==> src/rtl/nn_pkg.sv <==
// nn_pkg: shared state encoding and data width for the inference sequencer
package nn_pkg;
  localparam int DW = 8;
  typedef enum logic [2:0] {IDLE, NRST, LOAD, FILL, RUN, COLLECT, OUT, ERR} state_t;
endpackage

==> src/rtl/nn_seq_buf.sv <==
// nn_seq_buf: single-write-port buffer with registered, enable-gated read
module nn_seq_buf import nn_pkg::*; #(
  parameter int DEPTH = 2,
  localparam int AW = DEPTH > 1 ? $clog2(DEPTH) : 1
) (
  input logic clk,
  input logic we,
  input logic [AW-1:0] waddr,
  input logic signed [DW-1:0] wdata,
  input logic re,
  input logic [AW-1:0] raddr,
  output logic signed [DW-1:0] rdata
);
  logic signed [DW-1:0] mem [DEPTH];
  always_ff @(posedge clk) begin
    if (we) mem[waddr] <= wdata;
    if (re) rdata <= mem[raddr];
  end
endmodule

==> src/rtl/nn_sequencer.sv <==
// nn_sequencer: drives one host-to-network inference with a per-phase timeout
module nn_sequencer import nn_pkg::*; #(
  parameter int N_IN = 2,
  parameter int N_OUT = 1,
  parameter int TMO = 255,
  localparam int IAW = N_IN > 1 ? $clog2(N_IN) : 1,
  localparam int OAW = N_OUT > 1 ? $clog2(N_OUT) : 1,
  localparam int ICW = $clog2(N_IN) + 1,
  localparam int OCW = $clog2(N_OUT) + 1,
  localparam int TW = $clog2(TMO + 1)
) (
  input logic clk,
  input logic rst,
  input logic start,
  input logic in_valid,
  output logic in_ready,
  input logic signed [DW-1:0] in_data,
  output logic net_rst,
  output logic net_fill,
  input logic net_rd,
  input logic [IAW-1:0] net_rd_addr,
  output logic signed [DW-1:0] net_din,
  input logic net_ack_fill,
  output logic net_req,
  input logic net_ack,
  input logic net_out_valid,
  input logic signed [DW-1:0] net_out_data,
  output logic res_valid,
  input logic res_ready,
  output logic signed [DW-1:0] res_data,
  output logic busy,
  output logic done,
  output logic err
);
  state_t state;
  logic [ICW-1:0] icnt;
  logic [OCW-1:0] ocnt, rcnt, rnext;
  logic [TW-1:0] tmr;
  logic in_fire, out_fire, rc_adv, phase_tmo;
  always_comb begin
    in_fire = state == LOAD && in_valid && in_ready;
    out_fire = (state == RUN || state == COLLECT) && net_out_valid && ocnt != OCW'(N_OUT);
    rc_adv = state == OUT && res_ready;
    phase_tmo = tmr == TW'(TMO - 1) && ((state == FILL && !net_ack_fill) || (state == RUN && !net_ack) ||
                (state == COLLECT && ocnt != OCW'(N_OUT)));
    rnext = state != OUT || (rc_adv && rcnt == OCW'(N_OUT - 1)) ? '0 : rcnt + OCW'(rc_adv);
  end
  nn_seq_buf #(.DEPTH(N_IN)) ibuf (
    .clk(clk), .we(in_fire), .waddr(icnt[IAW-1:0]), .wdata(in_data),
    .re(net_rd), .raddr(net_rd_addr), .rdata(net_din)
  );
  // Read address runs one beat ahead so res_data is already registered when res_valid rises
  nn_seq_buf #(.DEPTH(N_OUT)) obuf (
    .clk(clk), .we(out_fire), .waddr(ocnt[OAW-1:0]), .wdata(net_out_data),
    .re(1'b1), .raddr(rnext[OAW-1:0]), .rdata(res_data)
  );
  always_ff @(posedge clk) begin
    if (rst) begin
      state <= IDLE;
      icnt <= '0;
      ocnt <= '0;
      rcnt <= '0;
      tmr <= '0;
      err <= 1'b0;
      done <= 1'b0;
      busy <= 1'b0;
      in_ready <= 1'b0;
      net_fill <= 1'b0;
      net_req <= 1'b0;
      res_valid <= 1'b0;
      net_rst <= 1'b1;
    end else begin
      done <= 1'b0;
      rcnt <= rnext;
      if (state inside {NRST, FILL, RUN, COLLECT}) tmr <= tmr + TW'(1);
      if (in_fire) icnt <= icnt + ICW'(1);
      if (out_fire) ocnt <= ocnt + OCW'(1);
      case (state)
        IDLE: begin
          net_rst <= start;
          if (start) begin
            state <= NRST;
            busy <= 1'b1;
            err <= 1'b0;
            icnt <= '0;
            ocnt <= '0;
            tmr <= '0;
          end
        end
        NRST: if (tmr == TW'(1)) begin
          state <= LOAD;
          net_rst <= 1'b0;
          in_ready <= 1'b1;
        end
        LOAD: if (in_fire && icnt == ICW'(N_IN - 1)) begin
          state <= FILL;
          in_ready <= 1'b0;
          net_fill <= 1'b1;
          tmr <= '0;
        end
        FILL: if (net_ack_fill) begin
          state <= RUN;
          net_fill <= 1'b0;
          net_req <= 1'b1;
          tmr <= '0;
        end
        RUN: if (net_ack) begin
          state <= COLLECT;
          net_req <= 1'b0;
          tmr <= '0;
        end
        COLLECT: if (ocnt == OCW'(N_OUT)) begin
          state <= OUT;
          res_valid <= 1'b1;
        end
        OUT: if (rc_adv && rcnt == OCW'(N_OUT - 1)) begin
          state <= IDLE;
          res_valid <= 1'b0;
          busy <= 1'b0;
          done <= 1'b1;
        end
        ERR: begin
          state <= IDLE;
          net_rst <= 1'b0;
          busy <= 1'b0;
        end
        default: state <= IDLE;
      endcase
      if (phase_tmo) begin
        state <= ERR;
        err <= 1'b1;
        net_rst <= 1'b1;
        net_fill <= 1'b0;
        net_req <= 1'b0;
      end
    end
  end
endmodule

==> config.mk <==
export PLATFORM = sky130hd
export DESIGN_NAME = nn_sequencer
export DESIGN_NICKNAME = d
export VERILOG_FILES = /design/src/rtl/nn_pkg.sv /design/src/rtl/nn_seq_buf.sv /design/src/rtl/nn_sequencer.sv
export SDC_FILE = /design/constraint.sdc
export NUM_CORES = 1
export LEC_CHECK = 0
export CAP_MARGIN = 40
export CORE_MARGIN = 2
export CORE_UTILIZATION = 54
export CTS_CLUSTER_SIZE = 25
export DETAILED_ROUTE_END_ITERATION = 6
export PLACE_DENSITY = 0.91
export SLEW_MARGIN = 20
export SYNTH_ARGS = -nofsm -noshare
export SYNTH_HDL_FRONTEND = slang
export SYNTH_SLANG_ARGS = --single-unit
export TNS_END_PERCENT = 30
==> constraint.sdc <==
create_clock -name clk -period 3.43 [get_ports clk]
set_clock_uncertainty 0.2 [all_clocks]
set_input_delay 0.8575 -clock clk [delete_from_list [all_inputs] [get_ports clk]]
set_output_delay 0.8575 -clock clk [all_outputs]
set_load 0.05 [all_outputs]
# Yosys cells after proc, flatten, opt, wreduce, memory -nomap -nowiden
# Memories as Yosys holds them, arrays and structs flattened. A register that Yosys moved wholly into a read port is not among the register bits.
# Index checks and enable logic that the tools add are counted.
[word_totals]
mem_bits_rw = 24
ff_bits = 23
mem_count = 2
elab_cells = 130
out_inout_bits = 24
[op_classes]
eq_ne = 25
n_bitwise = 3
add_sub_neg = 4
muxes = 46
reduce_logical = 37
[mem_list]
columns = ["name", "depth", "width", "rd", "rd_ports_with_merged_regs", "write_ports", "line_no", "rtl"]
rows = [
  ["ibuf.mem", 2, 8, 1, 1, 1, "nn_seq_buf.sv:14", "logic signed [DW-1:0] mem [DEPTH];"],
  ["obuf.mem", 1, 8, 1, 1, 1, "nn_seq_buf.sv:14", ""],
]
[ops]
columns = ["cell", "count"]
rows = [
  ["$mux 8", 5],
  ["$pmux 8 s4", 1],
  ["$mux 3", 8],
  ["$pmux 3 s8", 1],
  ["$mux 1", 22],
  ["$ne 3x3->1 const B", 5],
  ["$reduce_and 3->1", 5],
  ["$eq 3x3->1 const B", 4],
  ["$reduce_bool 2->1", 6],
  ["$logic_and 1x1->1", 11],
  ["$ne 3x2->1 const B", 3],
  ["$add 8x1->8 const B", 1],
  ["$eq 8x1->1 const B", 1],
  ["$eq 8x8->1 const B", 1],
  ["$ne 2x2->1 const B", 4],
  ["$pmux 1 s2", 4],
  ["$reduce_and 7->1", 1],
  ["$eq 3x2->1 const B", 2],
  ["$mux 2", 3],
  ["$ne 2x1->1 const B", 3],
  ["$pmux 1 s3", 2],
  ["$reduce_bool 3->1", 2],
  ["$logic_or 1x1->1", 4],
  ["$reduce_and 2->1", 2],
  ["10 further kinds", 14],
]

# Logic depth before layout (Yosys ltp)
# Gate-level depths: netlist of the first run.
[logic_depth]
ltp_word = 7
ltp_mapped = 8

# Modules after synthesis
# A second synthesis of the first run with hierarchy kept.
[unflattened]
cells_unflattened = 202
hier_area_um2 = 2627.5
[modules_own_cells]
columns = ["mod", "cells_per_inst", "area_each_um2", "n_inst", "seq_area_each_um2"]
rows = [
  ["nn_sequencer", 151, 1282.5, 1, 460.4],
  ["nn_seq_buf at ibuf", 35, 864.6, 1, 720.7],
  ["nn_seq_buf at obuf", 16, 480.5, 1, 480.5],
]

# Worst setup path before layout of the first run
# Ideal clock, no wire load.
[synth_path]
path_kind = "input to register"
from = "input port net_ack_fill"
to = "register state[1]"
cell_stages = 4
path_slack_ns = 1.241
setup_ns = 0.074
arrival_time_ns = 1.914
path_cell_list = "nor4bb_1 or3_1 or4b_1 a31oi_1"
[synth_between]
elab_chain_cells = 7
word_cells_on_any_way = 14
[synth_lines]
columns = ["item", "line_no", "rtl"]
rows = [
  ["from (decl)", "nn_sequencer.sv:23", "input logic net_ack_fill,"],
  ["$logic_not 1->1", "nn_sequencer.sv:44", "phase_tmo = tmr == TW'(TMO - 1) && ((state == FILL && !net_ack_fill) || (state == RUN && !net_ack) ||"],
  ["$logic_and 1x1->1", "nn_sequencer.sv:44", ""],
  ["$logic_or 1x1->1 (2 in series)", "nn_sequencer.sv:44", ""],
  ["$logic_and 1x1->1", "nn_sequencer.sv:44", ""],
  ["$ne 3x2->1 (no line) or $ne 3x3->1 (tied branches)", "-", ""],
  ["$reduce_and 7->1 (no line)", "-", ""],
  ["to (signal assigned)", "nn_sequencer.sv:59", "state <= IDLE;"],
  ["to (signal assigned)", "nn_sequencer.sv:82", "state <= NRST;"],
  ["to (signal assigned)", "nn_sequencer.sv:91", "state <= LOAD;"],
  ["to (decl)", "nn_sequencer.sv:35", "state_t state;"],
]
# Several ways; a longest one is shown, not always the timed one.
# A chain may end at the register's enable or synchronous reset.

# Worst setup path after layout of the first run
[layout_path]
from = "register in_ready"
to = "output port in_ready"
[layout_rtl]
columns = ["item", "line_no", "rtl"]
rows = [
  ["from (decl)", "nn_sequencer.sv:16", "output logic in_ready,"],
  ["from (signal assigned)", "nn_sequencer.sv:67", "in_ready <= 1'b0;"],
  ["from (signal assigned)", "nn_sequencer.sv:93", "in_ready <= 1'b1;"],
  ["from (signal assigned)", "nn_sequencer.sv:97", "in_ready <= 1'b0;"],
]
# No word-level cell between the ends.

==> results of run 1 <==
-- cells by family after synthesis --
kind of cell    after synthesis  synth area share [%]
flops                        63                  64.6
buf+inv                      16                  2.55
fa+ha+maj                     7                  3.58
simple gates                 63                  14.3
compound gates               35                  9.10
xor+xnor                      5                  1.79
mux                           9                  4.14
-- worst paths after layout --
path	from	end	slack, ns	cells after the start
setup / recovery	in_ready	in_ready	0.81	1
hold / removal	obuf.mem[0][7]	obuf.rdata[7]	0.14	0
setup reg to reg	state[2]	state[1]	1.07	4
hold reg to reg	obuf.mem[0][7]	obuf.rdata[7]	0.14	0
-- registers in the layout, summed over array words and instances, names as in the netlist, 2 cells and up --
register / count
state: 3
ibuf.mem: 16
ibuf.rdata: 8
obuf.rdata: 8
icnt: 2
tmr: 8
obuf.mem: 8
-- report_power, final --
part,switching (mW),internal (mW),total (mW)
logic,0.0672,0.0625,0.130
clock network,0.298,0.337,0.635
registers,0.0153,0.801,0.817
total,0.381,1.20,1.58
-- cell usage in the layout, fill, tap and decap left out, types with 2 or more instances in the layout --
| cell | n |
|---|---|
| a211oi_1 | 3 |
| a21o_1 | 3 |
| a21oi_1 | 9 |
| a31oi_1 | 3 |
| and2_1 | 2 |
| and3_1 | 4 |
| clkbuf_8 | 9 |
| clkdlybuf4s50_1 | 49 |
| clkinv_2 | 2 |
| clkinv_4 | 3 |
| dfxtp_1 | 31 |
| edfxtp_1 | 32 |
| ha_1 | 7 |
| inv_1 | 7 |
| mux2_2 | 9 |
| nand2_1 | 8 |
| nand3_1 | 4 |
| nor2_1 | 14 |
| nor2b_1 | 3 |
| nor3_1 | 10 |
| nor3b_1 | 3 |
| nor4_1 | 2 |
| nor4b_1 | 3 |
| nor4bb_1 | 2 |
| o21ai_0 | 7 |
| o21bai_1 | 2 |
| or3_1 | 3 |
| xnor2_1 | 5 |
-- per-layer routing --
metal / vias up / wire length [µm] / track usage, %
met5: - / 0 / 0
met4: 0 / 61 / 8.18
met3: 6 / 264 / 5.34
met2: 65 / 2510 / 34.4
met1: 812 / 1960 / 24.9
li1: 838 / - / -
-- final cells by class --
| cell class | count | area, µm² |
|---|---|---|
| sequential | 63 | 1580 |
| inverter | 7 | 26.3 |
| multi-input combinational | 119 | 805 |
| clock buffer | 9 | 124 |
| tap | 52 | 65.1 |
| timing repair buffer | 50 | 498 |
| clock inverter | 7 | 72.6 |
| fill | 307 | 1180 |
-- through the flow --
step                      power, mW  instance area, µm²  hold WS (ns)  util [%]
after floorplan               0.904                2450         0.123         -
after global placement        0.957                2980         0.124      68.3
after detailed placement      0.961                2980         0.128      68.3
after CTS                      1.59                3170         0.146      72.8
after global routing           1.63                3170         0.153      72.8
final                          1.58                3170         0.139      72.8
==> impl_metrics.py, run 1 <==
metrics = {
    "sta": {
        "tightestPinTransition_ns": 0.686,
        "finalCritPeriodShare_pct": 76.3,
        "grt_setup_unrepaired": "no",
        "setup_ws_ns": 0.812,
        "hold_viol_final": 0,
        "layout_min_cycle_time_ns": 2.62,
        "clock.fmax_mhz": 382,
        "maxSlewViolCount": 0,
        "relSlewSlack_pct": 54.1,
        "setup_tns_ns": 0,
        "final-setup-viol-count": 0,
    },
    "worst_setup_path": {
        "cp_data_arrival_time_ns": 1.56,
        "cp_max_fo": 5,
        "worstPathCellList": "clkdlybuf4s50_1",
        "cp_num_buf_inv": 1,
        "critPathTopFamily": "buffers and inverters",
        "cpPeakStageDelay_ns": 0.83,
        "crit_path_start_kind": "flop",
        "slowest_stage": "clkdlybuf4s50_1",
        "critPathRequiredTime_ns": 2.37,
        "crit_type": "flop to output port",
        "cp-end-kind": "output port",
    },
    "logic_synthesis": {
        "synth_top_area_share_pct": 39.2,
        "synth_top_area_cell": "edfxtp_1",
        "synth_cell_types": 40,
        "yosysMostFrequentCell": "edfxtp_1",
        "synth_flop_cell": "edfxtp_1",
        "synth_seq_cells": 63,
        "yosysWarnings": 0,
        "ys_top_cells_by_area": "edfxtp_1, dfxtp_1, mux2_2",
        "synthCells": 198,
        "ys_seq_area_share_pct": 64.6,
        "async_flop_share_pct": 0,
        "synth_commonest_cells": "edfxtp_1, dfxtp_1, nor2_1",
        "syn_nets": 231,
        "synth_area_um2": 2450,
        "syn_avg_cell_area_um2": 12.4,
        "synth_edf_count": 32,
    },
    "grt": {
        "grt_max_degree": 22,
        "grt.overflow.total": 0,
        "first_global_vias": 1673,
        "grt_antenna_before_repair": 0,
        "grtUsageTotal_pct": 20.3,
        "grt_pass1_wl_mm": 7.90,
    },
    "route": {
        "routed_wl_mm": 4.79,
        "drt-wirelength-per-cell_um": 15.6,
        "vias": 1721,
        "drt_iter0_drc": 100,
        "viasPerCell": 5.61,
        "route.detailed.drc": 0,
        "drt-pass1-iter-count": 4,
        "ant_nets": 0,
    },
    "pwr": {
        "p_leak_nw": 1.11,
        "power.density_nw_per_um2": 498,
        "ir_drop_mv": 0.260,
    },
    "die": {
        "core_um2": 4350,
        "die_h_um": 71.3,
        "die_area_um2": 5090,
        "start_util_pct": 56.2,
        "io-pin-count": 50,
        "rows": 24,
        "dieWidth_um": 71.3,
    },
    "cts": {
        "cts_buffer_depth": 2,
        "htreeDepth": 3,
        "cts_resized": 0,
        "clock-sinks": 63,
        "numCtsBuffers": 9,
        "cts-root-buf": "clkbuf_8",
        "ctsHoldBuffers": 0,
        "clk_latency_ns": 0.34,
        "cts_setup_buffers": 0,
        "clk_pin_slew_ns": 0.08,
        "cts_tree": "done",
    },
    "hold_path": {
        "holdCritPathClass": "flop to flop",
    },
    "placement": {
        "portBuffers": 49,
        "place_congestion": 0.802,
        "dp_hpwl_mm": 3.29,
        "dp.cells": 291,
        "dpl_worst_slack_ns": 0.546,
    },
    "finish": {
        "fin_cells": 307,
        "num_antenna_cells": 0,
        "drive_gt1_share_pct": 10.2,
        "final_net_count": 283,
        "area_growth_pct": 29.5,
    },
    "run_status": {
        "outcome": "complete, no violations",
    },
    "flow_run": {
        "max_cap_violations": 0,
    },
}
No activity file was read; power rests on OpenSTA's default activity.
==> run 2: changes to the inputs <==
- CORE_UTILIZATION: 54 -> 45
- PLACE_DENSITY: 0.91 -> 0.82
- clock period: 3.43 -> 2.2 ns (I/O delays scaled with it)
==> run 2 against run 1 <==
First-iteration DRC count shrank 17%; combinational power grew 70%; final cell count grew 11%; final area grew 4.2%; largest power group unchanged; highest routed layer unchanged.
==> impl_metrics.py, run 2 (synthesis results as in run 1) <==
metrics = {
    "run_status": {
        "outcome": "complete, no violations",
    },
    "route": {
        "viasPerCell": 5.16,
        "drt-wirelength-per-cell_um": 13.4,
        "vias": 1754,
        "drt_iter0_drc": 83,
        "drt-pass1-iter-count": 4,
        "routed_wl_mm": 4.56,
        "route.detailed.drc": 0,
        "ant_nets": 0,
    },
    "sta": {
        "finalCritPeriodShare_pct": 97.8,
        "setup_ws_ns": 0.0489,
        "clock.fmax_mhz": 465,
        "maxSlewViolCount": 0,
        "hold_viol_final": 0,
        "layout_min_cycle_time_ns": 2.15,
        "setup_tns_ns": 0,
        "tightestPinTransition_ns": 0.508,
        "holdWs_ns": 0.144,
        "final-setup-viol-count": 0,
        "grt_setup_unrepaired": "no",
        "relSlewSlack_pct": 66.0,
    },
    "grt": {
        "first_global_vias": 1653,
        "grt.overflow.total": 0,
        "grt_antenna_before_repair": 0,
        "grt_pass1_wl_mm": 7.34,
        "grtUsageTotal_pct": 15.8,
        "grt_max_degree": 13,
    },
    "finish": {
        "final_cell_mix": "edfxtp_1, dfxtp_1, clkdlybuf4s50_1, buf_4, nor2_1",
        "multiInputGateArea_um2": 805,
        "largest_reg_flops": 16,
        "fin_area_um2": 3310,
        "num_antenna_cells": 0,
        "final_common_cell": "edfxtp_1",
        "fin_util_pct": 63.9,
        "area_growth_pct": 35.0,
        "regArea_um2": 1580,
        "fill_cells": 407,
        "largest_register": "ibuf.mem",
        "fin_cells": 340,
        "final_net_count": 298,
        "drive_gt1_share_pct": 18.5,
    },
    "die": {
        "io-pin-count": 50,
        "die_area_um2": 6050,
        "die_h_um": 77.8,
        "start_util_pct": 47.3,
        "dieWidth_um": 77.8,
        "core_um2": 5170,
        "rows": 26,
    },
    "worst_setup_path": {
        "cp-end-kind": "flop",
        "crit_type": "input port to flop",
        "regToRegSetupSlack_ns": 0.16,
        "critPathRequiredTime_ns": 2.25,
        "cp_max_fo": 3,
        "crit_path_start_kind": "input port",
        "cp_data_arrival_time_ns": 2.20,
    },
    "pwr": {
        "ir_drop_mv": 0.491,
        "p_leak_nw": 1.25,
        "totalPowerFinal_mw": 2.44,
        "power.density_nw_per_um2": 739,
    },
    "placement": {
        "dpl_worst_slack_ns": -0.272,
        "portBuffers": 49,
        "place_area_um2": 3110,
        "place_congestion": 0.911,
        "dp_hpwl_mm": 3.39,
        "dp.cells": 324,
    },
    "cts": {
        "clk_pin_slew_ns": 0.07,
        "clk_latency_ns": 0.33,
        "numCtsBuffers": 9,
        "clock-sinks": 63,
        "cts_setup_buffers": 0,
        "htreeDepth": 3,
        "ctsHoldBuffers": 0,
        "cts_tree": "done",
        "cts_buffer_depth": 2,
        "cts-root-buf": "clkbuf_8",
    },
    "flow_run": {
        "max_cap_violations": 0,
    },
    "hold_path": {
        "holdCritPathClass": "flop to flop",
    },
}
[run 2: changes by cell type in the layout (fill, tap and decap cells not counted), sizes merged]
cell	change
clkdlybuf4s50	-24
dlygate4sd2	+11
dlymetal6s2s	+4
buf	+24
[run 2: worst paths after layout]
check / from / endpoint / cells after the start
worst max-delay path: net_ack_fill / state[1] / 5
worst min-delay path: obuf.mem[0][5] / obuf.rdata[5] / 0
worst min register to register: obuf.mem[0][5] / obuf.rdata[5] / 0
worst max register to register: state[1] / ibuf.mem[1][6] / 4
[run 2: what timing repair did]
item                                    4_1_cts  5_1_grt
resized for setup                            11        4
endpoints found under the setup margin       11        4
gates cloned                                  0        0
[run 2: critical path, stage by stage]
cell             delay, ns
clkdlybuf4s50_1       0.50
nor4bb_1              0.07
or3_1                 0.40
or4b_1                0.50
a31oi_1               0.17
[run 2: per-layer routing]
metal  GRT usage, %  part of all wire, %  vias to the layer above
met2           26.5                   50                       55
li1               -                    -                      863
met1           18.3                   41                      828
met5              0                    0                        -
met3           5.70                  6.6                        8
met4           6.61                  1.8                        0
[run 2: final cells by class]
cell class	instances	area share, %
clock inverter	7	2.20
sequential	63	47.8
inverter	7	0.795
timing repair buffer	65	18.4
clock buffer	9	3.75
multi-input combinational	119	24.3
tap	70	2.65
[run 2: power breakdown]
part,internal (mW),switching [mW]
clock,0.524,0.434
combinational,0.109,0.112
sequential,1.25,0.0162
